--- config.mk ---
export PLATFORM = sky130hd
export DESIGN_NAME = bios_loader
export DESIGN_NICKNAME = d
export VERILOG_FILES = /design/src/rtl/bios_loader.sv
export SDC_FILE = /design/constraint.sdc
export NUM_CORES = 1
export LEC_CHECK = 0
export BUFFER_PORTS_ARGS = -buffer_cell sky130_fd_sc_hd__buf_2
export CORE_AREA = 2 2 87 89
export CTS_CLUSTER_SIZE = 14
export DETAILED_ROUTE_END_ITERATION = 10
export DIE_AREA = 0 0 89 91
export GPL_ROUTABILITY_DRIVEN = 0
export PLACE_DENSITY = 0.75
export REMOVE_ABC_BUFFERS = 1
export SLEW_MARGIN = 20
export SYNTH_ARGS = -nofsm -noshare
export SYNTH_HDL_FRONTEND = slang
export SYNTH_SLANG_ARGS = --single-unit
--- constraint.sdc ---
create_clock -name clk -period 2.9 [get_ports clk]
set_clock_uncertainty 0.05 [all_clocks]
set_input_delay 0.435 -clock clk [delete_from_list [all_inputs] [get_ports clk]]
set_output_delay 0.435 -clock clk [all_outputs]
set_load 0.01 [all_outputs]
--- src/rtl/bios_loader.sv ---
// Loads BIOS memories from a UART byte stream: 16-bit word-count header, then little-endian words.
// Define BIOS_LOADER_CHECKSUM_EN to expect and verify a trailing mod-256 payload checksum byte.
module bios_loader #(
  parameter int ADDR_WIDTH = 12,
  parameter int XLEN       = 32
) (
  input  logic                  clk,
  input  logic                  reset,
  input  logic                  start,
  input  logic [7:0]            in_data,
  input  logic                  in_valid,
  output logic                  in_ready,
  output logic                  mem_we,
  output logic [ADDR_WIDTH-1:0] mem_addr,
  output logic [XLEN-1:0]       mem_din,
  output logic                  busy,
  output logic                  done,
  output logic                  error,
  output logic [15:0]           words_written
);

  typedef enum logic [2:0] {
    IDLE,
    LEN0,
    LEN1,
    DATA,
    WRITE,
`ifdef BIOS_LOADER_CHECKSUM_EN
    CSUM,
`endif
    DONE
  } state_e;

`ifdef BIOS_LOADER_CHECKSUM_EN
  localparam state_e POST_ST = CSUM;
`else
  localparam state_e POST_ST = DONE;
`endif

  // One word more than the index range, so L == 2^ADDR_WIDTH is still legal.
  localparam logic [16:0] MAX_WORDS = 17'(1) << ADDR_WIDTH;

  state_e            state_q, state_d;
  logic [15:0]       len_q, len_d;
  logic [XLEN-1:0]   word_q, word_d;
  logic [1:0]        bcnt_q, bcnt_d;
  logic [16:0]       idx_q, idx_d;
  logic              err_q, err_d;
  logic              accept;
  logic              in_csum;
`ifdef BIOS_LOADER_CHECKSUM_EN
  logic [7:0]        csum_q, csum_d;
`endif

  always_ff @(posedge clk) begin
    if (reset) begin
      state_q <= IDLE;
      len_q   <= '0;
      word_q  <= '0;
      bcnt_q  <= '0;
      idx_q   <= '0;
      err_q   <= 1'b0;
`ifdef BIOS_LOADER_CHECKSUM_EN
      csum_q  <= '0;
`endif
    end else begin
      state_q <= state_d;
      len_q   <= len_d;
      word_q  <= word_d;
      bcnt_q  <= bcnt_d;
      idx_q   <= idx_d;
      err_q   <= err_d;
`ifdef BIOS_LOADER_CHECKSUM_EN
      csum_q  <= csum_d;
`endif
    end
  end

  assign accept = in_valid && in_ready;

  always_comb begin
    state_d = state_q;
    len_d   = len_q;
    word_d  = word_q;
    bcnt_d  = bcnt_q;
    idx_d   = idx_q;
    err_d   = err_q;
`ifdef BIOS_LOADER_CHECKSUM_EN
    csum_d  = csum_q;
`endif
    case (state_q)
      IDLE, DONE: begin
        if (start) begin
          state_d = LEN0;
          err_d   = 1'b0;
          idx_d   = '0;
          bcnt_d  = '0;
`ifdef BIOS_LOADER_CHECKSUM_EN
          csum_d  = '0;
`endif
        end
      end
      LEN0: begin
        if (accept) begin
          len_d[7:0] = in_data;
          state_d    = LEN1;
        end
      end
      LEN1: begin
        if (accept) begin
          len_d[15:8] = in_data;
          if ({1'b0, in_data, len_q[7:0]} > MAX_WORDS) begin
            err_d   = 1'b1;
            state_d = DONE;
          end else if ({in_data, len_q[7:0]} == 16'd0) begin
            state_d = POST_ST;
          end else begin
            state_d = DATA;
          end
        end
      end
      DATA: begin
        if (accept) begin
          word_d[8*bcnt_q +: 8] = in_data;
          bcnt_d = bcnt_q + 2'd1;
`ifdef BIOS_LOADER_CHECKSUM_EN
          csum_d = csum_q + in_data;
`endif
          if (bcnt_q == 2'd3) state_d = WRITE;
        end
      end
      WRITE: begin
        idx_d = idx_q + 17'd1;
        if (idx_d == {1'b0, len_q}) state_d = POST_ST;
        else                        state_d = DATA;
      end
`ifdef BIOS_LOADER_CHECKSUM_EN
      CSUM: begin
        if (accept) begin
          if (in_data != csum_q) err_d = 1'b1;
          state_d = DONE;
        end
      end
`endif
      default: state_d = IDLE;
    endcase
  end

`ifdef BIOS_LOADER_CHECKSUM_EN
  assign in_csum = (state_q == CSUM);
`else
  assign in_csum = 1'b0;
`endif

  // Moore outputs: decoded from state or taken straight from registers.
  assign in_ready      = (state_q == LEN0) || (state_q == LEN1) || (state_q == DATA) || in_csum;
  assign mem_we        = (state_q == WRITE);
  assign busy          = in_ready || mem_we;
  assign done          = (state_q == DONE);
  assign error         = err_q;
  assign mem_addr      = idx_q[ADDR_WIDTH-1:0];
  assign mem_din       = word_q;
  assign words_written = idx_q[15:0];

endmodule

======== Yosys cells after proc, flatten, opt, wreduce, memory -nomap -nowiden ========
Index checks and enable logic that the tools add are counted.
word-level totals
  input port bits ......................... 12
  register bits after elaboration ......... 71
  logic and storage cells ................. 62
cells by class
  muxes and demuxes ....................... 19
  order comparisons ....................... 1
  reductions and logical operators ........ 17
  shift operators ......................... 2
  $add $sub $neg .......................... 3
  equal/unequal tests ..................... 13
operators with widths
  cell                                                                      number
  5-bit negation with 34-bit output                                         1
  17-bit case mux with 2 select lines                                       1
  8-bit by 34-bit variable shift with 32-bit output (first input constant)  1
  8-bit by 34-bit variable part select with 32-bit output                   1
  32-bit bitwise mux                                                        1
  3-bit 2-to-1 mux                                                          8
  17-bit by 1-bit adder with 17-bit output (second input constant)          1
  17-bit by 16-bit == test with 1-bit output                                1
  17-bit 2-to-1 mux                                                         1
  16-bit by 13-bit > comparator with 1-bit output (second input constant)   1
  16-bit logical NOT                                                        1
  3-bit case mux with 5 select lines                                        1
  2-bit != test (second input constant)                                     6
  2-bit AND reduction                                                       4
  3-bit by 2-bit == test with 1-bit output (second input constant)          2
  3-bit == test (second input constant)                                     2
  2-bit nonzero test                                                        3
  5-bit AND reduction                                                       1
  2-bit 2-to-1 mux                                                          2
  2-bit case mux with 2 select lines                                        1
  4-bit AND reduction                                                       1
  3-bit by 1-bit == test with 1-bit output (second input constant)          1
  3-bit logical NOT                                                         1
  1-bit logical OR                                                          3
  7 further kinds                                                           9

======== Logic depth before layout (Yosys ltp) ========
Gate-level depths: netlist (run 1).
  depth after elaboration ................. 6
  gate-level depth with buffers ........... 9
  depth with buffers taken out ............ 7

======== Worst setup path before layout (run 1) ========
OpenSTA, ideal clock, no wires.
  kind .................................... reg-to-reg
  start point ............................. reg idx_q[0]
  end point ............................... reg state_q[1]
  cell stages (with the launch flop) ...... 9
  arrival ................................. 1.943 ns
  library setup time ...................... 0.137 ns
  setup slack ............................. 0.770 ns
  required time ........................... 2.713 ns
  buffers on the path ..................... 1
  cells stage by stage .................... dfxtp_1 > ha_1 > buf_2 > nand4_1 > or3_4 > nor3_2 > a31oi_1 > a2111oi_2 > a31oi_1
on the way
  longest elaborated chain between the ends .. 4
ends and longest elaborated chain
  item                                        line  text
  start: declaration                          47    logic [16:0] idx_q, idx_d;
  start signal: assignment                    71    idx_q <= idx_d;
  17-bit by 1-bit adder with 17-bit output    133   idx_d = idx_q + 17'd1;
  17-bit by 16-bit == test with 1-bit output  134   if (idx_d == {1'b0, len_q}) state_d = POST_ST;
  3-bit 2-to-1 mux                            134
  3-bit case mux with 5 select lines          91    case (state_q)
  end signal: assignment                      67    state_q <= state_d;
  end: declaration                            43    state_e state_q, state_d;
No other way between the ends.
A chain may end at the register's enable or synchronous reset.

======== Worst setup path after layout (run 1) ========
Same ends and word-level chain as after synthesis.

==> results of run 1 <==
==> synth_stat cells (2+ instances only) <==
library cell	count	area share [%]
buf_1	4	0.40
nor3_1	12	1.6
nor4_1	5	0.82
nand4_1	8	1.3
mux2i_1	2	0.53
inv_1	7	0.69
nor2b_1	2	0.33
a211oi_1	2	0.40
nand2b_1	5	0.82
clkbuf_1	18	1.8
buf_4	28	5.5
and3b_1	2	0.46
xnor2_1	14	3.2
nor2_1	27	2.7
buf_6	2	0.59
xor2_1	8	1.8
nor3b_1	4	0.79
nand3_1	39	5.1
a311oi_1	6	1.4
and2_0	3	0.49
or4_1	4	0.79
a22oi_1	3	0.59
o21ai_0	10	1.3
buf_2	9	1.2
dfxtp_1	71	37
and2_1	4	0.66
and3_1	2	0.33
a21oi_1	63	8.3
o21ai_1	2	0.26
ha_1	6	2.0
a31oi_1	8	1.3
or3_1	2	0.33
nand2_1	88	8.7
and4_1	2	0.46
nand3b_1	3	0.59
==> logic make-up after synthesis <==
family / Yosys count / synth area share (%)
muxes: 2 / 0.5279
buffers and inverters: 69 / 10.29
xor gates and xnor gates: 22 / 5.081
adders and majority gates: 6 / 1.979
DFF: 71 / 37.48
AOI/OAI and AO/OA: 104 / 16.03
and+or+nand+nor: 219 / 28.60
==> metrics by stage <==
step,total power (W),setup WS [ns],utilization (%),std cells
3_3_place_gp,0.001617,0.6049,55.79,613
5_1_grt,0.002600,0.2916,58.73,628
3_5_place_dp,0.001628,0.5002,55.79,613
6_report,0.002465,0.4681,58.73,628
4_1_cts,0.002476,0.4991,58.73,628
2_1_floorplan,0.001449,0.6264,-,432
==> critical path, stage by stage (launching register included) <==
cell and delay, ns:
dfxtp_1 0.48, ha_1 0.37, nand4_1 0.20, or3_4 0.40, nor3_2 0.15, a31oi_1 0.07, a2111oi_2 0.45, a31oi_1 0.13
==> cell type report <==
cell class	instances	area [um2]	share of cell area (%)
Multi-Input combinational cell	353	1981	47.25
Inverter	8	30.03	0.7164
Clock inverter	6	86.33	2.060
Tap cell	99	123.9	2.955
Sequential cell	71	1421	33.91
Clock buffer	9	123.9	2.955
Timing Repair Buffer	82	425.4	10.15
==> routing by layer <==
layer,routed length [um],share of wire (%),GRT usage (%)
met1,3935,43,31.82
met2,4048,45,35.20
met3,830,9.2,5.364
met4,251,2.8,8.955
met5,0,0,0
==> how the worst max path moves through the flow <==
| stage | from | endpoint | slack (ns) | cells after the start |
|---|---|---|---|---|
| 4_1_cts | idx_q[0] | state_q[1] | 0.50 | 7 |
| 5_1_grt | idx_q[0] | state_q[1] | 0.29 | 7 |
| 2_1_floorplan | idx_q[0] | state_q[1] | 0.63 | 7 |
| 6_report | idx_q[0] | state_q[1] | 0.47 | 7 |
| 3_5_place_dp | idx_q[0] | state_q[1] | 0.50 | 7 |
| 3_3_place_gp | idx_q[0] | state_q[1] | 0.60 | 7 |
==> state kept, by name, indices dropped and copies added, names as in the netlist <==
register  flops
mem_din      32
bcnt_q        2
len_q        16
error         1
state_q       3
idx_q        17
==> where the power goes <==
| part | internal (W) | total (W) | leakage, nW | switching (W) |
|---|---|---|---|---|
| logic | 0.000197 | 0.000517 | 0.974 | 0.000320 |
| registers | 0.00102 | 0.00109 | 0.573 | 0.0000705 |
| clock network | 0.000478 | 0.000854 | 0.105 | 0.000376 |
==> impl_results.md, run 1 <==
- Hold buffers post-CTS: 0
- Synth cell types: between 50 and 60
- Top FF cell, synth: dfxtp_1
- Asr flop ratio synth: 0%
- Final ANT Viol Nets: 0
- DP HPWL: approximately 6500 um
- WP data required: roughly 3 ns
- Vias in the first global route: about 3.2k
- Part of the cycle the worst path needs: a little over four fifths
- Final Hold Viols: 0
- Final #Nets: between 500 and 600
- Via Count: about 3.5k
- Sequential cell area fraction in the yosys report: between 30% and 40%
- Fmax: slightly above 400 MHz
- Max-slew headroom: between 40% and 50%
- Setup Buffers After CTS: 0
- Synth Warn #: 0
- Critical Path AT: 2.60 ns
- Min-delay src: in_data[0]
- Design Area, Final: around 4200 um2
- Synth Cell Area: 3792 um2
- Row count: 31
- Initial antenna violation count: 0
- Die span in x: ~89 um
- Power Dens Cells: between 500 and 600 nW/um2
- Pin count of the biggest net entering global routing: 41
- Hold WS: approximately 0.37 ns
- Cell count after synthesis: 493
- Per-cell routed wire length: about 14 um
- Num CTS Buffers: 9
- Die Y: approximately 90 um
- Post-cts resize count: 0
- Commonest non-fill, non-tap cells in the layout: nand2_1, buf_2, dfxtp_1
- Crit Path Class: flop to flop
- Crit start category: flop
- GRT Resource Usage Total: between 20% and 30%
- Worst Hold End: len_q[0]
- Reg2Reg Setup Slack: between 0.4 and 0.5 ns
- DRT iter0 DRCs: between 150 and 200
- Critical-path maximum fanout: 9
- Hold Path Stages: 3
- Crit end category: flop
- Reg-to-Reg Start: idx_q[0]
- Clk buf depth: 2
- Placed inst area: 3981 um2
- Setup violators final: 0
- Path depth of the worst reg2reg path: 7
- Reg-to-Reg End: state_q[1]
- Final min period: between 2 and 2.5 ns
- RSZ-0062 raised after global routing: false
- Sink Count: between 70 and 80
- Status: complete, no violations
- DRC: 0
- CTS tree: yes
- Layout cells sized above 1: between 20% and 30%
- Fill cells: 695
- H-tree levels: 3
- Leak: around 1.7 nW
- Max-cap check violation count: 0
- Area growth from synthesis to layout: 10.52%
- Die area: roughly 8100 um2
- Via density: roughly 5.6
- Worst min-delay path category: input pin to flop
- Core area: between 7000 and 8000 um2
- Post-synth EDFFs: 0
- Routed WL: around 9100 um
- Worst-skew pair later-pin latency: 0.34 ns
- PortBufs: 76
- Clk pin slew, worst setup/hold paths: roughly 0.080 ns
- Clk root buf: clkbuf_8
- Slew Viols, Final: 0
- Sum Neg Setup Slack: 0 ns
- Initial Utilization: 53.14%
- Pre-Repair DR Iteration Count: 5
- # IOs: between 70 and 80
- Grt ovf: 0
- Seq cells post-synth: between 70 and 80
- Maximum vdd drop: 327.4 uV
- Antenna diodes: 0
- Most common cell after layout, fill and taps aside: nand2_1
- First-pass GRT wire length: approximately 15000 um
- Slew @ Worst Pin: 0.8129 ns
- Post-Syn Area per Cell: ~7.7 um2
(Power assumes the default switching activity.)
==> inputs of run 2 (changes only) <==
==> constraint.sdc (replaced) <==
create_clock -name clk -period 2.4 [get_ports clk]
set_clock_uncertainty 0.05 [all_clocks]
set_input_delay 0.36 -clock clk [delete_from_list [all_inputs] [get_ports clk]]
set_output_delay 0.36 -clock clk [all_outputs]
set_load 0.01 [all_outputs]
==> impl_results.md, run 2 (synthesis results as in run 1) <==
- Initial Utilization: 53.14% (unchanged)
- Comb power frac: 22.0% (was 21.0%)
- Crit end category: flop (unchanged)
- DRT iter0 DRCs: 184 (was 171)
- WP data required: 2.56 ns (was 3.06 ns)
- Sw frac: 32.94% (was 31.11%)
- Final Hold Viols: 0 (unchanged)
- First-pass GRT wire length: 15690 um (was 14980 um)
- Vias in the first global route: 3239 (was 3217)
- Initial antenna violation count: 0 (unchanged)
- Final min period: 2.211 ns (was 2.432 ns)
- Core area: 7137 um2 (unchanged)
- Num CTS Buffers: 9 (unchanged)
- H-tree levels: 3 (unchanged)
- Hold buffers post-CTS: 0 (unchanged)
- Internal Power: 0.001980 W (was 0.001698 W)
- Routed WL: 9587 um (was 9065 um)
- Pin count of the biggest net entering global routing: 27 (was 41)
- Leak: 1.718 nW (was 1.652 nW)
- Sum Neg Setup Slack: 0 ns (unchanged)
- Fill cells: 672 (was 695)
- Part of the cycle the worst path needs: 92.14% (was 83.86%)
- Sw power: 0.0009724 W (was 0.0007669 W)
- Clk pwr share: 33.1% (was 34.7%)
- Clk pin slew, worst setup/hold paths: 0.08 ns (about the same)
- Antenna diodes: 0 (unchanged)
- Die span in x: 89 um (unchanged)
- Critical Path AT: 2.38 ns (was 2.60 ns)
- Via density: 5.661 (was 5.643)
- GRT Resource Usage Total: 24.21% (was 23.22%)
- Final Util: 60.29% (was 58.73%)
- Clk buf depth: 2 (unchanged)
- Per-cell routed wire length: 14.89 um (was 14.43 um)
- Clk root buf: clkbuf_8 (unchanged)
- Final ANT Viol Nets: 0 (unchanged)
- Post-cts resize count: 0 (unchanged)
- Crit Path Class: flop to flop (unchanged)
- Final #Nets: 558 (was 543)
- Die area: 8099 um2 (unchanged)
- # IOs: 77 (unchanged)
- Max-slew headroom: 67.01% (was 45.39%)
- Worst min-delay path category: input pin to flop (unchanged)
- Via Count: 3646 (was 3544)
- Area growth from synthesis to layout: 13.46% (was 10.52%)
- DP HPWL: 6873 um (was 6468 um)
- Sink Count: 71 (unchanged)
- Setup Buffers After CTS: 0 (unchanged)
- Min-delay src: in_data[4] (was in_data[0])
- Fin cells: 644 (was 628)
- DRC: 0 (unchanged)
- Pre-Repair DR Iteration Count: 6 (was 5)
- Post-Place Cells: 628 (was 613)
- Grt ovf: 0 (unchanged)
- Slew Viols, Final: 0 (unchanged)
- Max FFs per register: 32 (unchanged)
- Row count: 31 (unchanged)
- Commonest non-fill, non-tap cells in the layout: nand2_1, buf_2, dfxtp_1 (unchanged)
- Slew @ Worst Pin: 0.4948 ns (was 0.8129 ns)
- Maximum vdd drop: 369.2 uV (was 327.4 uV)
- Layout cells sized above 1: 22.75% (was 20.04%)
- Reg-to-Reg Start: idx_q[9] (was idx_q[0])
- Flop pwr share: 44.9% (was 44.4%)
- Critical-path maximum fanout: 10 (was 9)
- PortBufs: 76 (unchanged)
- Fmax: 452.2 MHz (was 411.2 MHz)
- CTS tree: yes (unchanged)
- Setup violators final: 0 (unchanged)
- Max-cap check violation count: 0 (unchanged)
- Status: complete, no violations (unchanged)
- Power Dens Cells: 686.1 nW/um2 (was 588.1 nW/um2)
- RSZ-0062 raised after global routing: false (unchanged)
- Overall Power: 0.002952 W (was 0.002465 W)
- Critical Path Start: idx_q[9] (was idx_q[0])
- Worst-skew pair later-pin latency: 0.35 ns (was 0.34 ns)
- Most common cell after layout, fill and taps aside: nand2_1 (unchanged)
- Die Y: 91 um (unchanged)
- Crit start category: flop (unchanged)
==> run 2: power groups by stage <==
| stage | clock (W) | combinational [W] | sequential (W) |
|---|---|---|---|
| CTS | 0.000991 | 0.000641 | 0.00132 |
| finish | 0.000978 | 0.000649 | 0.00133 |
| global route | 0.00104 | 0.000720 | 0.00134 |
| floorplan | 0 | 0.000421 | 0.00133 |
| global placement | 0 | 0.000631 | 0.00135 |
| detailed placement | 0 | 0.000638 | 0.00135 |
==> run 2: per-stage QoR <==
| step | hold slack (ns) | setup WS (ns) | area (um2) |
|---|---|---|---|
| after floorplan | 0.3791 | 0.1264 | 3432 |
| after global placement | 0.3855 | 0.2621 | 4094 |
| after detailed placement | 0.3934 | 0.1962 | 4094 |
| after CTS | 0.2819 | 0.05489 | 4297 |
| after global routing | 0.2979 | 0.03346 | 4303 |
| final | 0.2966 | 0.1885 | 4303 |
==> run 2: area by class of cell <==
cell class / count / area, um2 / share of cell area [%]
Multi-Input combinational cell: 353 / 1983 / 46.09
Clock inverter: 7 / 78.83 / 1.832
Inverter: 8 / 32.53 / 0.7560
Clock buffer: 9 / 123.9 / 2.879
Timing Repair Buffer: 97 / 538.0 / 12.50
Tap cell: 99 / 123.9 / 2.879
Sequential cell: 71 / 1423 / 33.06
==> run 2: worst max-delay path, cell delays in order, from the launching register on <==
cell and delay, ns:
dfxtp_1 0.52, nand4_1 0.24, or3_4 0.45, nor3_2 0.16, a31oi_1 0.07, a2111oi_2 0.45, a31oi_1 0.14
==> run 2: worst paths after layout <==
check / endpoint / slack (ns) / cells past startpoint
setup / recovery: state_q[1] / 0.19 / 6
hold / removal: len_q[4] / 0.30 / 3
setup reg to reg: state_q[1] / 0.19 / 6
hold reg to reg: mem_din[25] / 0.40 / 2
==> run 2: routing by layer <==
layer,global-route usage [%],up-vias,wire [um]
li1,-,1784,-
met1,33.33,1681,4229
met2,36.94,165,4427
met3,6.364,16,771
met4,7.463,0,158
met5,0,-,0
